File: config.mk
export PLATFORM = sky130hd
export DESIGN_NAME = ysyx_25040109_mem_arbiter
export DESIGN_NICKNAME = d
export VERILOG_FILES = /design/src/rtl/ysyx_25040109_mem_arbiter.sv
export SDC_FILE = /design/constraint.sdc
export NUM_CORES = 1
export LEC_CHECK = 0
export ABC_AREA = 0
export BUFFER_PORTS_ARGS = -buffer_cell sky130_fd_sc_hd__buf_2
export CORE_AREA = 2 2 120 122
export DETAILED_ROUTE_END_ITERATION = 8
export DIE_AREA = 0 0 122 124
export PLACE_DENSITY = 0.66
export SLEW_MARGIN = 40
export SYNTH_ARGS = -nofsm -noshare
export SYNTH_HDL_FRONTEND = slang
export SYNTH_SLANG_ARGS = --single-unit
File: constraint.sdc
create_clock -name clk -period 4.1 [get_ports clk]
set_clock_uncertainty 0.15 [all_clocks]
set_input_delay 0.615 -clock clk [delete_from_list [all_inputs] [get_ports clk]]
set_output_delay 0.615 -clock clk [all_outputs]
set_load 0.005 [all_outputs]
File: src/rtl/ysyx_25040109_mem_arbiter.sv
// Two-master, one-slave memory arbiter: round-robin grant, one outstanding
// transaction, combinational response path and a response watchdog.
module ysyx_25040109_mem_arbiter #(
    parameter int unsigned TIMEOUT  = 255,
    parameter logic [31:0] ERR_DATA = 32'hDEADBEEF
) (
    input  logic        clk,
    input  logic        rst_n,
    input  logic        m0_ren,
    input  logic [31:0] m0_raddr,
    output logic        m0_rvalid,
    input  logic        m0_rready,
    output logic [31:0] m0_rdata,
    input  logic        m1_ren,
    input  logic [31:0] m1_raddr,
    output logic        m1_rvalid,
    input  logic        m1_rready,
    output logic [31:0] m1_rdata,
    input  logic        m1_wvalid,
    input  logic [31:0] m1_waddr,
    input  logic [31:0] m1_wdata,
    input  logic [2:0]  m1_wlen,
    output logic        m1_wready,
    output logic        s_req_valid,
    input  logic        s_req_ready,
    output logic        s_req_wen,
    output logic [31:0] s_req_addr,
    output logic [31:0] s_req_wdata,
    output logic [2:0]  s_req_wlen,
    input  logic        s_resp_valid,
    output logic        s_resp_ready,
    input  logic [31:0] s_resp_rdata,
    output logic [1:0]  grant,
    output logic        timeout_err
);

    localparam int unsigned AW    = 32;
    localparam int unsigned DW    = 32;
    localparam int unsigned LW    = 3;
    localparam int unsigned CW    = (TIMEOUT < 2) ? 1 : $clog2(TIMEOUT + 1);
    localparam logic        WD_EN = (TIMEOUT != 32'd0);

    typedef enum logic [1:0] {
        S_IDLE = 2'd0,
        S_REQ  = 2'd1,
        S_RESP = 2'd2
    } state_t;

    state_t          r_state;
    logic            r_last_m1;
    logic [1:0]      r_grant;
    logic            r_req_valid;
    logic            r_wen;
    logic [AW-1:0]   r_addr;
    logic [DW-1:0]   r_wdata;
    logic [LW-1:0]   r_wlen;
    logic [CW-1:0]   r_cnt;
    logic            r_timeout_err;

    logic            w_m0_cand;
    logic            w_m1_cand;
    logic            w_pick_m1;
    logic            w_in_resp;
    logic            w_to;
    logic            w_rd_rdy;
    logic            w_rd_phase;
    logic            w_rvalid;
    logic [DW-1:0]   w_rdata;
    logic            w_done;
    logic [CW-1:0]   w_cnt_inc;

    // Arbitration: a tie goes to the master that did not win last time
    assign w_m0_cand = m0_ren;
    assign w_m1_cand = m1_ren | m1_wvalid;
    assign w_pick_m1 = w_m1_cand & (~w_m0_cand | ~r_last_m1);

    // Response path: watchdog expiry substitutes ERR_DATA and blocks the slave
    assign w_in_resp  = (r_state == S_RESP);
    assign w_to       = w_in_resp & WD_EN & (r_cnt == CW'(TIMEOUT));
    assign w_rd_rdy   = r_grant[0] ? m0_rready : m1_rready;
    assign w_rd_phase = w_in_resp & ~r_wen;
    assign w_rvalid   = w_rd_phase & (w_to | s_resp_valid);
    assign w_rdata    = w_to ? ERR_DATA : s_resp_rdata;
    assign w_done     = w_to ? (r_wen | w_rd_rdy)
                             : (s_resp_valid & (r_wen | w_rd_rdy));
    assign w_cnt_inc  = r_cnt + CW'(1);

    assign s_resp_ready = w_in_resp & ~w_to & (r_wen | w_rd_rdy);
    assign m0_rvalid    = w_rvalid & r_grant[0];
    assign m1_rvalid    = w_rvalid & r_grant[1];
    assign m0_rdata     = (w_rd_phase & r_grant[0]) ? w_rdata : '0;
    assign m1_rdata     = (w_rd_phase & r_grant[1]) ? w_rdata : '0;
    assign m1_wready    = w_in_resp & r_wen & (w_to | s_resp_valid);

    assign s_req_valid  = r_req_valid;
    assign s_req_wen    = r_wen;
    assign s_req_addr   = r_addr;
    assign s_req_wdata  = r_wdata;
    assign s_req_wlen   = r_wlen;
    assign grant        = r_grant;
    assign timeout_err  = r_timeout_err;

    // Transaction FSM with latched request fields and watchdog counter
    always_ff @(posedge clk or negedge rst_n) begin
        if (!rst_n) begin
            r_state       <= S_IDLE;
            r_last_m1     <= 1'b0;
            r_grant       <= 2'b00;
            r_req_valid   <= 1'b0;
            r_wen         <= 1'b0;
            r_addr        <= '0;
            r_wdata       <= '0;
            r_wlen        <= '0;
            r_cnt         <= '0;
            r_timeout_err <= 1'b0;
        end else begin
            case (r_state)
                S_IDLE: begin
                    if (w_m0_cand | w_m1_cand) begin
                        r_state     <= S_REQ;
                        r_req_valid <= 1'b1;
                        r_last_m1   <= w_pick_m1;
                        if (w_pick_m1) begin
                            r_grant <= 2'b10;
                            r_wen   <= m1_wvalid;
                            r_addr  <= m1_wvalid ? m1_waddr : m1_raddr;
                            r_wdata <= m1_wvalid ? m1_wdata : '0;
                            r_wlen  <= m1_wvalid ? m1_wlen  : '0;
                        end else begin
                            r_grant <= 2'b01;
                            r_wen   <= 1'b0;
                            r_addr  <= m0_raddr;
                            r_wdata <= '0;
                            r_wlen  <= '0;
                        end
                    end
                end
                S_REQ: begin
                    if (s_req_ready) begin
                        r_state     <= S_RESP;
                        r_req_valid <= 1'b0;
                        r_cnt       <= '0;
                    end
                end
                S_RESP: begin
                    if (w_done) begin
                        r_state <= S_IDLE;
                        r_grant <= 2'b00;
                    end else if (!s_resp_valid && WD_EN && !w_to) begin
                        r_cnt <= w_cnt_inc;
                        if (w_cnt_inc == CW'(TIMEOUT)) begin
                            r_timeout_err <= 1'b1;
                        end
                    end
                end
                default: r_state <= S_IDLE;
            endcase
        end
    end

endmodule

# Word-level counts from Yosys, hierarchy flattened
# Index checks and enable logic that the tools add are counted.
[op_classes]
n_addsub = 1
n_eq_ne = 9
muxes = 26
bitwise = 23
reduce_logical = 13
[op_table]
columns = ["op", "n"]
rows = [
  ["2-to-1 mux 32 bit", 7],
  ["2-to-1 mux 8 bit", 3],
  ["== test 8 bit, second input constant", 2],
  ["one-hot mux 8 bit (2 select lines)", 1],
  ["bitwise AND 1 bit", 13],
  ["2-to-1 mux 2 bit", 5],
  ["AND reduction 3 bit", 3],
  ["adder 8 x 1 -> 8 bit, second input constant", 1],
  ["AND reduction 4 bit", 2],
  ["2-to-1 mux 3 bit", 2],
  ["inequality test 2 bit, second input constant", 3],
  ["one-hot mux 2 bit (3 select lines)", 1],
  ["nonzero test 2 bit", 3],
  ["2-to-1 mux 1 bit", 5],
  ["inverter 1 bit", 5],
  ["OR 1 bit", 5],
  ["inequality test 2 x 1 -> 1 bit, second input constant", 2],
  ["one-hot mux 2 bit (2 select lines)", 1],
  ["== test 2 x 1 -> 1 bit, second input constant", 1],
  ["== test 2 bit, second input constant", 1],
  ["zero test 1 bit", 2],
  ["zero test 2 bit", 1],
  ["one-hot mux 1 bit (2 select lines)", 1],
  ["AND reduction 2 bit", 1],
  ["logical AND 1 bit", 1],
]
[word_totals]
regBits = 83
in_bits = 172
out_inout_bits = 140

# Longest topological paths before layout
# Gate-level depths: netlist of the first run.
[logic_depth]
word_depth = 7
mapped_depth = 7
depth_no_buf = 6

# Worst setup path after synthesis of the first run
# Ideal clock, no wire load.
[synth_timing]
path_type = "flip-flop to output port"
start = "register r_cnt[0]"
end = "output m1_rdata[10]"
t_arrival_ns = 1.445
slack_ns = 1.890
path_stages_with_launch = 7
path_buffers = 2
cell_sequence = "dfrtp_1 -> ha_1 -> nand3_2 -> nor3_2 -> buf_4 -> buf_4 -> o21a_1"
[synth_via]
elab_chain_len = 4
[synth_rtl]
columns = ["element", "line", "text"]
rows = [
  ["from (decl)", "57", "logic [CW-1:0] r_cnt;"],
  ["from (signal assigned)", "150", "r_cnt <= w_cnt_inc;"],
  ["== test 8 bit", "79", "assign w_to = w_in_resp & WD_EN & (r_cnt == CW'(TIMEOUT));"],
  ["bitwise AND 1 bit", "79", ""],
  ["2-to-1 mux 32 bit", "83", "assign w_rdata = w_to ? ERR_DATA : s_resp_rdata;"],
  ["2-to-1 mux 32 bit", "92", "assign m1_rdata = (w_rd_phase & r_grant[1]) ? w_rdata : '0;"],
  ["to (decl)", "18", "output logic [31:0] m1_rdata,"],
]
# No other way between the ends.

# Worst setup path after layout of the first run
[layout_timing]
start = "register r_cnt[0]"
end = "output m0_rdata[25]"
[layout_via]
elab_chain_len = 4
[layout_rtl]
columns = ["element", "line", "text"]
rows = [
  ["== test 8 bit", "79", ""],
  ["bitwise AND 1 bit", "79", ""],
  ["2-to-1 mux 32 bit", "83", ""],
  ["2-to-1 mux 32 bit", "91", "assign m0_rdata = (w_rd_phase & r_grant[0]) ? w_rdata : '0;"],
  ["to (decl)", "13", "output logic [31:0] m0_rdata,"],
]
# No other way between the ends.

==> reports/metrics.cfg, run 1 <==
[synth]
synthSimpleGateAreaFrac = 0.1410
ys_seq_area_frac = 0.4581
synth_xor_area_frac = 0
synth-compound-area-share = 0.2655
synth_top_family_by_area = compound AO/OA/AOI/OAI gates
syn_nets = 650
ys_types = 44
syn_area_um2 = 4534
synth_mux_area_frac = 0.07533
ys_ff_latch = 83
synthAdderAreaFrac = 0.005519
avgSynthCellArea_um2 = 9.526
ys_warn_count = 0
synthCells = 476

[hold_path]
hold_path_class = input pin to async pin

[cts]
cts_tree = built
htreeDepth = 3
numCtsBuffers = 9
cts_sinks = 83
postCtsSetupBuffers = 0
holdBufCountCts = 0
clk_path_buf_depth = 2
clk_pin_slew_ns = 0.07
cts_resized = 0
cts-root-buf = clkbuf_16
insertion_delay_ns = 0.33

[routing]
drt_iter0_drc = 153
drt_first_pass_iters = 4
wire_per_inst_um = 15.82
via_per_inst = 4.820
antenna_left = 0
vias = 4589
wirelength_um = 15060
drc = 0

[setup_path]
critPathMaxStageDelay_ns = 0.42
end_kind = output port
r2r_end = r_state[1]$_DFFE_PN0P_
reg2reg_slack_ns = 1.90
r2r-start = r_cnt[0]$_DFFE_PN0P_
cp_cell_sequence = ha_1 > nand3_2 > nor3_4 > buf_4 > o21a_1 > buf_2
cp-start-kind = flip-flop
crit_slowest_cell = dfrtp_1
crit_type = flip-flop to output port
reg2regPathDepth = 5
cp.arrival_ns = 2.16
cp.required_ns = 3.34
crit_path_max_fanout = 48

[timing]
fin_setup_tns_ns = 0
slew_headroom = 0.5230
worst_slew_pin_slew_ns = 0.7155
slew_violations = 0
rsz0062_at_grt = false
setup_viol = 0
period_share = 0.7140
min_period_ns = 2.927
fmax_mhz = 341.6
hold_violations = 0

[global_route]
grt_pass1_vias = 4129
grt_first_pass_wirelength_um = 21820
antenna_found_initial = 7
gr-total-overflow = 0
grt_max_degree = 78
grt_util_all_layers = 0.1890

[floorplanning]
die_h_um = 124
coreArea_um2 = 13720
start_util = 0.3305
num_io_pins = 312
die_width_um = 122
dieArea_um2 = 15130
rows = 43

[run]
cap_violations = 0

[final_layout]
fill_cells = 1386
utilization = 0.4699
drive_above_1_share = 0.4446
final_nets = 936
area_delta_synth_final_pct = 42.16

[placement]
dp_hpwl_um = 11830
place_congestion = 0.7902
io_buffers = 311

[power]
cellPowerDensity_nw_per_um2 = 565.1
total_power_mw = 3.643
p_leak_nw = 3.628
ir_drop_v = 0.0003220

[run_status]
status = finished clean

==> through the flow <==
step	area, µm²	hold WS, ns	instances	worst slack [ns]
2_1_floorplan	4534	0.1694	476	1.890
3_3_place_gp	6152	0.3087	931	1.399
3_5_place_dp	6155	0.3196	931	1.536
4_1_cts	6434	0.1903	947	1.166
5_1_grt	6439	0.2289	949	1.006
6_report	6446	0.1660	952	1.173
==> critical path: cells and delay by family, from the launching register on <==
family	cells	cell delay, ns
flip-flops	1	0.42
AO/OA/AOI/OAI	1	0.18
adder cells (fa/ha/maj)	1	0.28
buffers and inverters	2	0.52
AND/OR/NAND/NOR	2	0.42
==> layer usage <==
metal,share of wire,global-route usage,vias up
met3,0.094,0.05952,9
met5,0,0,-
met2,0.49,0.3293,209
met4,0.013,0.06394,0
li1,-,-,2281
met1,0.40,0.2207,2090
==> state kept, by name, summed over array words and instances (netlist names), 2 cells and up <==
name,cells
s_req_wdata,32
grant,2
r_state,2
r_cnt,8
s_req_addr,32
s_req_wlen,3
==> cells in the final DEF (no fill, tap or decap), types with 3 or more instances in the layout <==
cell type / netlist / layout
o211ai_1: 3 / 3
nand2_1: 78 / 78
nand2b_1: 3 / 3
nand3_1: 6 / 6
o21a_1: 48 / 48
dfrtp_1: 83 / 83
diode_2: 0 / 5
or3_1: 4 / 4
inv_1: 3 / 3
buf_2: 21 / 310
and3_1: 19 / 19
buf_4: 11 / 8
nor2_1: 7 / 7
o21ai_1: 36 / 36
nor2b_1: 5 / 5
mux2i_1: 33 / 33
o21ai_0: 37 / 37
a22o_1: 35 / 35
clkbuf_16: 0 / 9
==> how the worst max path moves through the flow <==
stage                      startpoint            to  slack [ns]  cells after the start
2_1_floorplan    r_cnt[0]$_DFFE_PN0P_  m1_rdata[10]        1.89                      6
3_3_place_gp   r_state[0]$_DFFE_PN0P_  m0_rdata[24]        1.40                      5
3_5_place_dp     r_cnt[0]$_DFFE_PN0P_   m1_rdata[5]        1.54                      6
4_1_cts          r_cnt[0]$_DFFE_PN0P_   m1_rdata[5]        1.17                      6
5_1_grt          r_cnt[1]$_DFFE_PN0P_  m0_rdata[28]        1.01                      6
6_report         r_cnt[0]$_DFFE_PN0P_  m0_rdata[25]        1.17                      6
==> cells in the mapped netlist <==
library cell | number | area, µm²
ha_1 | 2 | 25.02
a21bo_1 | 1 | 10.01
o21ai_2 | 1 | 8.760
a2bb2oi_2 | 1 | 15.01
o21a_1 | 48 | 360.4
a31o_1 | 1 | 8.760
nor4_1 | 1 | 6.260
a41oi_1 | 1 | 8.760
o31ai_4 | 1 | 21.27
buf_4 | 11 | 82.58
nor3_2 | 1 | 10.01
buf_6 | 1 | 11.26
or2_1 | 1 | 6.260
buf_2 | 21 | 105.1
clkbuf_1 | 10 | 37.54
mux2_2 | 1 | 11.26
and3_1 | 19 | 118.9
or4_1 | 1 | 7.510
nand2b_1 | 3 | 18.77
nand4_1 | 2 | 12.51
nor3b_1 | 1 | 7.510
o21ai_1 | 36 | 180.2
o31ai_1 | 1 | 7.510
nand2_1 | 78 | 292.8
nand3_1 | 6 | 30.03
nor2b_1 | 5 | 31.28
a211o_1 | 2 | 17.52
nand3b_1 | 1 | 7.510
or3_1 | 4 | 25.02
o31a_1 | 1 | 8.760
a21o_1 | 2 | 15.01
mux2i_1 | 33 | 330.3
a311o_1 | 1 | 10.01
o211ai_1 | 3 | 22.52
inv_1 | 3 | 11.26
a22o_1 | 35 | 306.5
o21bai_1 | 1 | 7.510
o21ai_0 | 37 | 185.2
and2_1 | 3 | 18.77
nor2_1 | 7 | 26.28
dfrtp_1 | 83 | 2077
a21oi_1 | 2 | 10.01
nor3_1 | 2 | 10.01
nand3_2 | 1 | 10.01
==> power breakdown <==
part           internal (mW)  switching [mW]  total [mW]
logic                  0.687           0.795        1.48
registers               1.19           0.214        1.40
clock network          0.418           0.342       0.760
==> final cells by class <==
| type | count | area (µm²) | share of cell area |
|---|---|---|---|
| multi-input cells | 347 | 2230 | 0.3459 |
| flip-flops and latches | 83 | 2077 | 0.3222 |
| repair buffers | 318 | 1612 | 0.2500 |
| clock buffers | 10 | 229.0 | 0.03552 |
| well taps | 180 | 225.2 | 0.03494 |
| clock inverters | 6 | 50.05 | 0.007764 |
| diodes | 5 | 12.51 | 0.001941 |
| inverters | 3 | 11.26 | 0.001747 |
==> cell families after synthesis <==
kind of cell,count (synthesis)
buf+inv,46
fa+ha+maj,2
flops,83
compound gates,175
simple gates,136
mux,34
Note: power is estimated with default switching activity, not from simulation.
==> inputs of run 2 (changes only) <==
- clock period: 4.1 -> 3 ns (I/O delays scaled with it)
==> reports/metrics.cfg, run 2 (synthesis results as in run 1) <==
[run_status]
status = complete, but fails checks
violations = hold timing

[timing]
rsz0062_at_grt = false
worst_slack_ns = 0.2532
worst_slew_pin_slew_ns = 0.6934
slew_headroom = 0.5377
period_share = 0.9156
min_period_ns = 2.747
setup_viol = 0
hold_violations = 13
slew_violations = 0
fmax_mhz = 364.1
hold-worst-slack_ns = -0.01919
fin_setup_tns_ns = 0

[global_route]
antenna_found_initial = 7
grt_max_degree = 84
grt_first_pass_wirelength_um = 21960
grt_util_all_layers = 0.1900
gr-total-overflow = 0
grt_pass1_vias = 4177

[cts]
holdBufCountCts = 0
insertion_delay_ns = 0.33
cts_sinks = 83
cts_tree = built
cts_resized = 0
numCtsBuffers = 9
clk_pin_slew_ns = 0.07
cts-root-buf = clkbuf_16
clk_path_buf_depth = 2
postCtsSetupBuffers = 0
htreeDepth = 3

[routing]
vias = 4604
wirelength_um = 15080
via_per_inst = 4.821
wire_per_inst_um = 15.79
antenna_left = 0
drc = 0
drt_first_pass_iters = 5
drt_iter0_drc = 196

[floorplanning]
start_util = 0.3305
dieArea_um2 = 15130
die_width_um = 122
die_h_um = 124
coreArea_um2 = 13720
num_io_pins = 312
rows = 43

[final_layout]
final_common_cell = buf_2
area_delta_synth_final_pct = 43.41
final_nets = 937
layout_common_cells = 310 x buf_2, 83 x dfrtp_1, 78 x nand2_1
drive_above_1_share = 0.4440
final-instance-count-excl-fill = 955

[placement]
io_buffers = 311
dp_hpwl_um = 11630
placedCellCount = 932
place_congestion = 0.8352
post-place-ws_ns = 0.6335

[setup_path]
cp.arrival_ns = 2.15
crit_slowest_cell = dfrtp_1
cp-start-kind = flip-flop
crit_path_max_fanout = 16
crit_type = flip-flop to output port
critPathMaxStageDelay_ns = 0.42
reg2reg_slack_ns = 0.80
cp.required_ns = 2.40
end_kind = output port
cp_cell_sequence = ha_1 > nand3_2 > nor2_1 > nand2_1 > and3_1 > buf_2

[run]
cap_violations = 0

[power]
p_leak_nw = 3.657
ir_drop_v = 0.0004317
cellPowerDensity_nw_per_um2 = 784.4
total_power_mw = 5.101

[hold_path]
hold_path_class = input pin to async pin

-- run 2: cell types whose count changed in the layout (fill, tap and decap cells not counted) --
cell / previous run / this run
inv_6: 1 / 3
and2_1: 1 / 3
buf_4: 8 / 7
and2_2: 2 / 0
clkinvlp_4: 1 / 0
clkbuf_1: 1 / 0
clkinv_4: 2 / 1
buf_12: 0 / 1
clkbuf_8: 0 / 1
diode_2: 5 / 7
bufinv_16: 0 / 1
-- run 2: final timing paths --
path | start | to | cells after the start
max | r_cnt[0]$_DFFE_PN0P_ | m1_rdata[20] | 6
min | rst_n | grant[0]$_DFFE_PN0P_ | 1
max reg2reg | r_cnt[0]$_DFFE_PN0P_ | r_state[1]$_DFFE_PN0P_ | 5
min reg2reg | timeout_err$_DFFE_PN0P_ | timeout_err$_DFFE_PN0P_ | 1
max in group asynchronous | rst_n | s_req_addr[25]$_DFFE_PN0P_ | 1
min in group clk | s_req_ready | r_state[0]$_DFFE_PN0P_ | 2
-- run 2: layout make-up --
cell class,count,area [µm²]
antenna,7,17.52
clock buffer,9,225.2
clock inverter,7,81.33
fill,1353,7217
inverter,3,11.26
multi-input combinational,347,2227
sequential,83,2077
tap,180,225.2
timing repair buffer,319,1638
-- run 2: metrics by stage --
step / cell area [µm²] / util
floorplan: 4534 / -
global placement: 6172 / 0.4499
detailed placement: 6176 / 0.4502
CTS: 6482 / 0.4725
global route: 6490 / 0.4731
finish: 6502 / 0.4740
-- run 2: power breakdown --
group	total, mW	internal, mW	switching [mW]
clock network	1.14	0.660	0.478
logic	2.05	0.962	1.09
registers	1.91	1.62	0.288
-- run 2: routing by layer --
| metal | vias to the layer above | track usage | wire length, µm |
|---|---|---|---|
| met5 | - | 0 | 0 |
| met4 | 0 | 0.06968 | 235 |
| met3 | 10 | 0.06777 | 1774 |
| met2 | 243 | 0.3205 | 7418 |
| met1 | 2062 | 0.2231 | 5653 |
| li1 | 2289 | - | - |
-- run 2: critical path, delay by kind of cell (launching register included) --
kind                     cells  cell delay (ns)
AND/OR/NAND/NOR              4             1.00
flip-flops                   1             0.42
adder cells (fa/ha/maj)      1             0.27
buffers and inverters        1             0.12
